## src/rtl/multiword_add_seq.sv

```systemverilog
// Multi-precision adder sequencer: streams operand words LS-first through an external
// combinational n_bit_adder. Define MULTIWORD_ADD_OVF_EN to enable the signed-overflow flag.
module multiword_add_seq #(
  parameter int n     = 8,
  parameter int WORDS = 4,
  parameter int CW    = 3
) (
  input  logic         clk,
  input  logic         rst_n,
  input  logic         in_valid,
  output logic         in_ready,
  input  logic [n-1:0] in_num1,
  input  logic [n-1:0] in_num2,
  input  logic         in_first,
  input  logic         in_last,
  output logic [n-1:0] add_num1,
  output logic [n-1:0] add_num2,
  output logic         add_carry_in,
  input  logic [n-1:0] add_sum,
  input  logic         add_carry,
  output logic         out_valid,
  input  logic         out_ready,
  output logic [n-1:0] out_sum,
  output logic         out_last,
  output logic         out_carry,
  output logic         out_ovf,
  output logic         err,
  input  logic         err_clr
);

  typedef enum logic {IDLE = 1'b0, BUSY = 1'b1} state_t;

  state_t        state_q;
  logic [CW-1:0] cnt_q;
  logic          err_q;

  logic          s1_valid_q;
  logic          s1_first_q;
  logic          s1_last_q;
  logic [n-1:0]  num1_q;
  logic [n-1:0]  num2_q;
  logic          carry_q;

  logic          out_valid_q;
  logic [n-1:0]  out_sum_q;
  logic          out_last_q;
  logic          out_carry_q;

  logic          s1_advance;
  logic          accept;
  logic          word_first_d;
  logic          word_last_d;
  logic          forced_d;
  logic          err_set_d;

  assign s1_advance = s1_valid_q && (!out_valid_q || out_ready);
  assign in_ready   = !s1_valid_q || s1_advance;
  assign accept     = in_valid && in_ready;

  // A word outside an open operation always starts one, even without in_first.
  always_comb begin
    word_first_d = (state_q == IDLE) || in_first;
    forced_d     = !word_first_d && !in_last && (cnt_q == CW'(WORDS - 1));
    word_last_d  = in_last || forced_d;
    err_set_d    = accept && (((state_q == IDLE) && !in_first) ||
                              ((state_q == BUSY) && in_first)  ||
                              forced_d);
  end

  always_ff @(posedge clk or negedge rst_n) begin
    if (!rst_n) begin
      state_q <= IDLE;
      cnt_q   <= '0;
      err_q   <= 1'b0;
    end else begin
      if (accept) begin
        if (word_last_d) begin
          state_q <= IDLE;
          cnt_q   <= '0;
        end else begin
          state_q <= BUSY;
          cnt_q   <= word_first_d ? CW'(1) : cnt_q + CW'(1);
        end
      end
      if (err_set_d) begin
        err_q <= 1'b1;
      end else if (err_clr) begin
        err_q <= 1'b0;
      end
    end
  end

  always_ff @(posedge clk or negedge rst_n) begin
    if (!rst_n) begin
      s1_valid_q <= 1'b0;
      s1_first_q <= 1'b0;
      s1_last_q  <= 1'b0;
      num1_q     <= '0;
      num2_q     <= '0;
    end else if (accept) begin
      s1_valid_q <= 1'b1;
      s1_first_q <= word_first_d;
      s1_last_q  <= word_last_d;
      num1_q     <= in_num1;
      num2_q     <= in_num2;
    end else if (s1_advance) begin
      s1_valid_q <= 1'b0;
    end
  end

  // The carry is captured as the word leaves S1, ready for the next word of the operation.
  always_ff @(posedge clk or negedge rst_n) begin
    if (!rst_n) begin
      carry_q     <= 1'b0;
      out_valid_q <= 1'b0;
      out_sum_q   <= '0;
      out_last_q  <= 1'b0;
      out_carry_q <= 1'b0;
    end else if (s1_advance) begin
      carry_q     <= add_carry;
      out_valid_q <= 1'b1;
      out_sum_q   <= add_sum;
      out_last_q  <= s1_last_q;
      out_carry_q <= s1_last_q && add_carry;
    end else if (out_valid_q && out_ready) begin
      out_valid_q <= 1'b0;
    end
  end

`ifdef MULTIWORD_ADD_OVF_EN
  logic out_ovf_q;

  always_ff @(posedge clk or negedge rst_n) begin
    if (!rst_n) begin
      out_ovf_q <= 1'b0;
    end else if (s1_advance) begin
      out_ovf_q <= s1_last_q && (num1_q[n-1] == num2_q[n-1]) &&
                   (add_sum[n-1] != num1_q[n-1]);
    end
  end

  assign out_ovf = out_ovf_q;
`else
  assign out_ovf = 1'b0;
`endif

  assign add_num1     = num1_q;
  assign add_num2     = num2_q;
  assign add_carry_in = s1_first_q ? 1'b0 : carry_q;

  assign out_valid = out_valid_q;
  assign out_sum   = out_sum_q;
  assign out_last  = out_last_q;
  assign out_carry = out_carry_q;
  assign err       = err_q;

endmodule

```

## config.mk

```make
export PLATFORM = sky130hd
export DESIGN_NAME = multiword_add_seq
export DESIGN_NICKNAME = d
export VERILOG_FILES = /design/src/rtl/multiword_add_seq.sv
export SDC_FILE = /design/constraint.sdc
export NUM_CORES = 1
export LEC_CHECK = 0
export CAP_MARGIN = 5
export CELL_PAD_IN_SITES_DETAIL_PLACEMENT = 1
export CELL_PAD_IN_SITES_GLOBAL_PLACEMENT = 1
export CORE_MARGIN = 2
export CORE_UTILIZATION = 33
export DETAILED_ROUTE_END_ITERATION = 10
export PLACE_DENSITY = 0.89
export SLEW_MARGIN = 10
export SYNTH_ARGS = -nofsm -noshare
export SYNTH_HDL_FRONTEND = slang
export SYNTH_SLANG_ARGS = --single-unit
```

## constraint.sdc

```tcl
create_clock -name clk -period 2.2 [get_ports clk]
set_input_delay 0.33 -clock clk [delete_from_list [all_inputs] [get_ports clk]]
set_output_delay 0.33 -clock clk [all_outputs]
set_load 0.05 [all_outputs]
```

-- Word-level counts from Yosys, hierarchy flattened
Index checks and enable logic that the tools add are counted.
- add/subtract/negate cells: 1
- multiply operators: 0
- div/mod/pow operators: 0
- order comparisons: 0
- equal/unequal tests: 1
- shift operators: 0
- multiplexer cells: 10
- bitwise logic cells: 1
- reduce and logical (&&, ||, !) cells: 23
- operator list (kind ; number):
    1-bit logical AND ; 9
    1-bit two-way mux ; 8
    1-bit logical OR ; 6
    3-bit two-way mux ; 2
    2-bit nonzero test ; 3
    1-bit logical NOT ; 5
    3-bit by 1-bit adder with 3-bit output (second input constant) ; 1
    3-bit by 2-bit equality test with 1-bit output (second input constant) ; 1
    1-bit inverter ; 1
- register bits after elaboration: 36
- latch bits: 0
- RAM bits: 0
- memory bits (read-only): 0
- input bits: 32
- output and inout port bits: 31
- logic and storage cells: 49
- memories: 0

-- Longest topological paths before layout
- depth in word-level cells: 8
- gate-level depth with buffers: 5
- gate-level depth less buffers: 5

-- Worst setup path after synthesis
Ideal clock, no wire load.
- kind: register -> register
- from: reg out_valid_q, in the netlist out_valid
- to: reg num1_q[0], in the netlist add_num1[0]
- library setup time: 0.125 ns
- arrival time: 1.610 ns
- path slack: 0.465 ns
- stages on the path, launching flop included: 5
- path buffers: 1
- clock period less this slack: 1.735 ns
- cell sequence: dfrtp_1 > nand3b_4 > nand2_4 > buf_12 > mux2_4
- longest elaborated chain between the ends: 5
- ends and longest elaborated chain (element ; line ; text):
    start, declared ; 44 ; logic out_valid_q;
    start signal, assigned ; 115 ; out_valid_q <= 1'b0;
    start signal, assigned ; 121 ; out_valid_q <= 1'b1;
    start signal, assigned ; 126 ; out_valid_q <= 1'b0;
    1-bit logical NOT ; 56 ; assign s1_advance = s1_valid_q && (!out_valid_q || out_ready);
    1-bit logical OR ; 56 ;
    1-bit logical AND ; 56 ;
    1-bit logical OR ; 57 ; assign in_ready = !s1_valid_q || s1_advance;
    named net in_ready ; 11 ; output logic in_ready,
    1-bit logical AND ; 58 ; assign accept = in_valid && in_ready;
    end signal, assigned ; 104 ; num1_q <= in_num1;
    end, declared ; 40 ; logic [n-1:0] num1_q;
The timed path passes the listed nets, and every way through them passes these cells.
A chain may end at the register's enable or synchronous reset.

-- Worst setup path in the final report
- from: reg s1_first_q
- to: out add_carry_in
- longest elaborated chain between the ends: 1
- ends and longest elaborated chain (element ; line ; text):
    start, declared ; 38 ; logic s1_first_q;
    start signal, assigned ; 102 ; s1_first_q <= word_first_d;
    1-bit two-way mux ; 149 ; assign add_carry_in = s1_first_q ? 1'b0 : carry_q;
    end, declared ; 18 ; output logic add_carry_in,
No other way between the ends.

==> results.md <==
Outcome:
- The flow ran to the end, and the final reports show no timing, DRC or antenna violations.

Setup path:
- The kind of start point of the critical path is a flop.
- The setup path with the least slack is of type reg -> out.
- The startpoint of the most critical setup path is s1_first_q.
- The worst setup path endpoint is add_carry_in.
- For the worst setup path, the data required time is 1870 ps.
- The worst register-to-register path ends at cnt_q[2].
- For the worst flop-to-flop path, the logic depth is 4.
- The endpoint type of the worst setup path is an output pin.
- Along the worst path, the maximum fanout reaches 2.
- The startpoint of the worst-slack reg-to-reg timing path is cnt_q[0].
- The setup slack of the most critical reg-to-reg path is 570 ps.
- Data on the critical path arrives at its endpoint at 1580 ps.

Die:
- The die is 72.6 µm tall.
- The core region is 4440 µm².
- 63 I/O pins were placed.
- The initialized floorplan defines 24 standard-cell rows.
- The initial standard-cell utilization of the core is 34.9%.
- The die outline area is 5270 µm².
- The floorplan step set the die width to 72.6 µm.

Synthesis:
- The share of the synthesized area in the top cell type is 58.0%.
- The number of nets in the synthesized netlist is 134.
- The part of the Yosys area used for sequential elements is 58.0%.
- The average instance area after synthesis is 15.7 µm².
- After synthesis, the share of flip-flops with an asynchronous set or reset is 100%.
- The count of flip-flops with a built-in enable after synthesis is 0.
- The number of warnings reported in the yosys synthesis log is 0.
- The cell count after synthesis came out at 99.
- The cell area that synthesis handed to floorplanning was 1550 µm².
- The post-synthesis cell type with the largest combined area is sky130_fd_sc_hd__dfrtp_1.
- The number of distinct library cells after synthesis is 26.
- The most used flip-flop cell after synthesis is sky130_fd_sc_hd__dfrtp_1.
- Yosys attributes the largest share of cell area to sky130_fd_sc_hd__dfrtp_1 (58%), sky130_fd_sc_hd__mux2_4 (14%), sky130_fd_sc_hd__mux2_2 (9.4%), sky130_fd_sc_hd__ha_1 (2.4%), sky130_fd_sc_hd__a21bo_2 (1.9%).
- After synthesis the netlist holds a flip-flop and latch count of 36.

Timing:
- Setup violations remaining at the end of the flow were counted as 0.
- Setup repair after global routing left no endpoint under its margin.
- For the pin with the worst max-slew slack, the measured transition is 799 ps.
- The time the final worst path needs with I/O delays and setup is 1910 ps.
- The worst relative slew slack is 46.7%.
- The total negative setup slack is 0 ps.
- The final max-slew violation count is 0.
- The final number of hold-violating endpoints came to 0.
- The worst clock skew on the final layout is 2.22 ps.
- The final critical path takes up 86.6% of the cycle.
- Hold timing on the final database bottoms out at a slack of 134 ps.
- Based on the critical path, the design can be clocked at up to 525 MHz.

Clock network:
- The CTS tree is yes.
- The number of buffers added for setup after CTS is 0.
- The clock reaches the later pin of the worst-skew pair after 280 ps.
- The post-CTS clock slew at the launch and capture registers of the worst setup and hold paths is 70 ps.
- The clock root buffer is sky130_fd_sc_hd__clkbuf_8.
- The number of buffers between clock root and the deepest sink is 2.
- Counting the buffers created by CTS gives 5.
- After clock tree synthesis, the repair step resized 0 gates.
- The number of sinks handled by clock tree synthesis is 36.
- The hold buffer count at CTS is 0.
- The H-tree was split into 2 levels.

Place:
- The detailed placement HPWL is 2900 µm.
- The congestion estimate from routability-driven global placement came to 0.713.
- The count of buffers added on input and output ports is 61.

Drt:
- The detail route stage leaves a number of antenna-violating nets equal to 0.
- For this run, the detailed router's first-pass iteration total came to 4.
- The number of remaining DRC errors is 0.
- The final layout contains routed wiring with a total length of 3790 µm.
- In the routed layout, each cell is associated on average with a via count of 4.78.
- In the final routed layout, each cell accounts on average for 17.6 µm.
- The total number of vias is 1028.
- The DRC violation total after the first TritonRoute iteration is 35.

Layout:
- The final-stage net count is 198.
- Of the cells placed in the final design, the portion with a size suffix greater than 1 is 25.2%.
- The number of filler instances in the final layout is 463.
- The area growth from synthesis to layout is 46.6%.
- In the layout the commonest cells are sky130_fd_sc_hd__clkdlybuf4s50_1 (59), sky130_fd_sc_hd__dfrtp_1 (36), sky130_fd_sc_hd__mux2_4 (14).
- The library cell used most frequently in the layout, excluding fill and tap cells, is sky130_fd_sc_hd__clkdlybuf4s50_1.
- The repair_antennas step left the layout with diodes totalling 0.

Global routing:
- The number of global-route vias before repair is 1221.
- The largest net degree at the start of global routing is 37.
- The total track usage is 15.8%.
- The total grt overflow is 0.
- The first-pass GRT wire length is 6230 µm.
- The number of antenna violations at the first check in global routing was 0.

Power:
- For this design the ratio of total power to cell area is 903 nW/µm².
- The maximum ir drop on the vdd rail is 0.400 mV.
- The leakage power total is 1.02 nW.

Min path:
- The class of the tightest hold or removal check is in -> async.

Run:
- Max-cap violations in this run came to 0.
## synthesized netlist by cell type, types with 2 or more instances
| library cell | n |
|---|---|
| sky130_fd_sc_hd__mux2i_1 | 2 |
| sky130_fd_sc_hd__inv_1 | 6 |
| sky130_fd_sc_hd__nand2b_1 | 3 |
| sky130_fd_sc_hd__ha_1 | 3 |
| sky130_fd_sc_hd__nand4_1 | 2 |
| sky130_fd_sc_hd__mux2_4 | 14 |
| sky130_fd_sc_hd__mux2_2 | 13 |
| sky130_fd_sc_hd__a21bo_2 | 3 |
| sky130_fd_sc_hd__dfrtp_1 | 36 |
## logic make-up (layout without fill, tap and decap cells)
kind of cell,count (synthesis),count (layout),synth area share (%)
compound gates,8,8,3.87
fa+ha+maj,3,3,2.42
buf+inv,10,74,4.92
flops,36,36,58.0
mux,29,29,24.3
other cells,1,1,0.242
simple gates,12,12,6.29
## cell type report
| type | instances | area (µm²) | area share [%] |
|---|---|---|---|
| clock buffer | 7 | 96.3 | 4.23 |
| inverter | 6 | 22.5 | 0.990 |
| multi-input combinational | 53 | 576 | 25.3 |
| sequential | 36 | 901 | 39.6 |
| tap | 52 | 65.1 | 2.86 |
| timing repair buffer | 61 | 616 | 27.0 |
## sequential cells by signal (all words and copies together), names as in the netlist
register    flops
out_sum         8
s1_valid_q      1
err             1
out_carry       1
state_q         1
s1_first_q      1
add_num2        8
out_last        1
cnt_q           3
add_num1        8
carry_q         1
s1_last_q       1
out_valid       1
## power by group
group	switching (W)	internal, W
sequential	0.0000594	0.000758
combinational	0.000435	0.000305
clock	0.000218	0.000279
total	0.000713	0.00134
## critical path: stages (launching register included)
cell and delay, ps:
sky130_fd_sc_hd__dfrtp_1 380, sky130_fd_sc_hd__nor2b_1 110, sky130_fd_sc_hd__clkdlybuf4s50_1 810
## metrics by stage
stage | utilization, % | instance area, µm² | setup WS (ps) | std cells | power, W
after global routing | 51.2 | 2280 | 233 | 215 | 0.00216
final | 51.2 | 2280 | 295 | 215 | 0.00205
after CTS | 51.2 | 2280 | 264 | 215 | 0.00210
after detailed placement | 49.0 | 2180 | 323 | 208 | 0.00158
after global placement | 49.0 | 2180 | 420 | 208 | 0.00154
after floorplan | - | 1550 | 465 | 99 | 0.00130
## worst min-delay path by stage
stage	startpoint	endpoint	slack (ps)	cells past startpoint
5_1_grt	rst_n	add_num1[0]	190	1
6_report	rst_n	add_num2[0]	130	1
2_1_floorplan	rst_n	add_num1[0]	30	0
4_1_cts	rst_n	add_num2[0]	160	1
3_5_place_dp	rst_n	add_num2[0]	470	1
3_3_place_gp	rst_n	add_num2[1]	450	1
## metal layers
layer / global-route usage, % / up-vias / routed length [µm]
met5: 0 / - / 0
met4: 4.32 / 0 / 25
met3: 4.56 / 4 / 223
met2: 29.0 / 39 / 2110
met1: 17.8 / 516 / 1440
li1: - / 469 / -
Note: power is estimated with default switching activity, not from simulation.
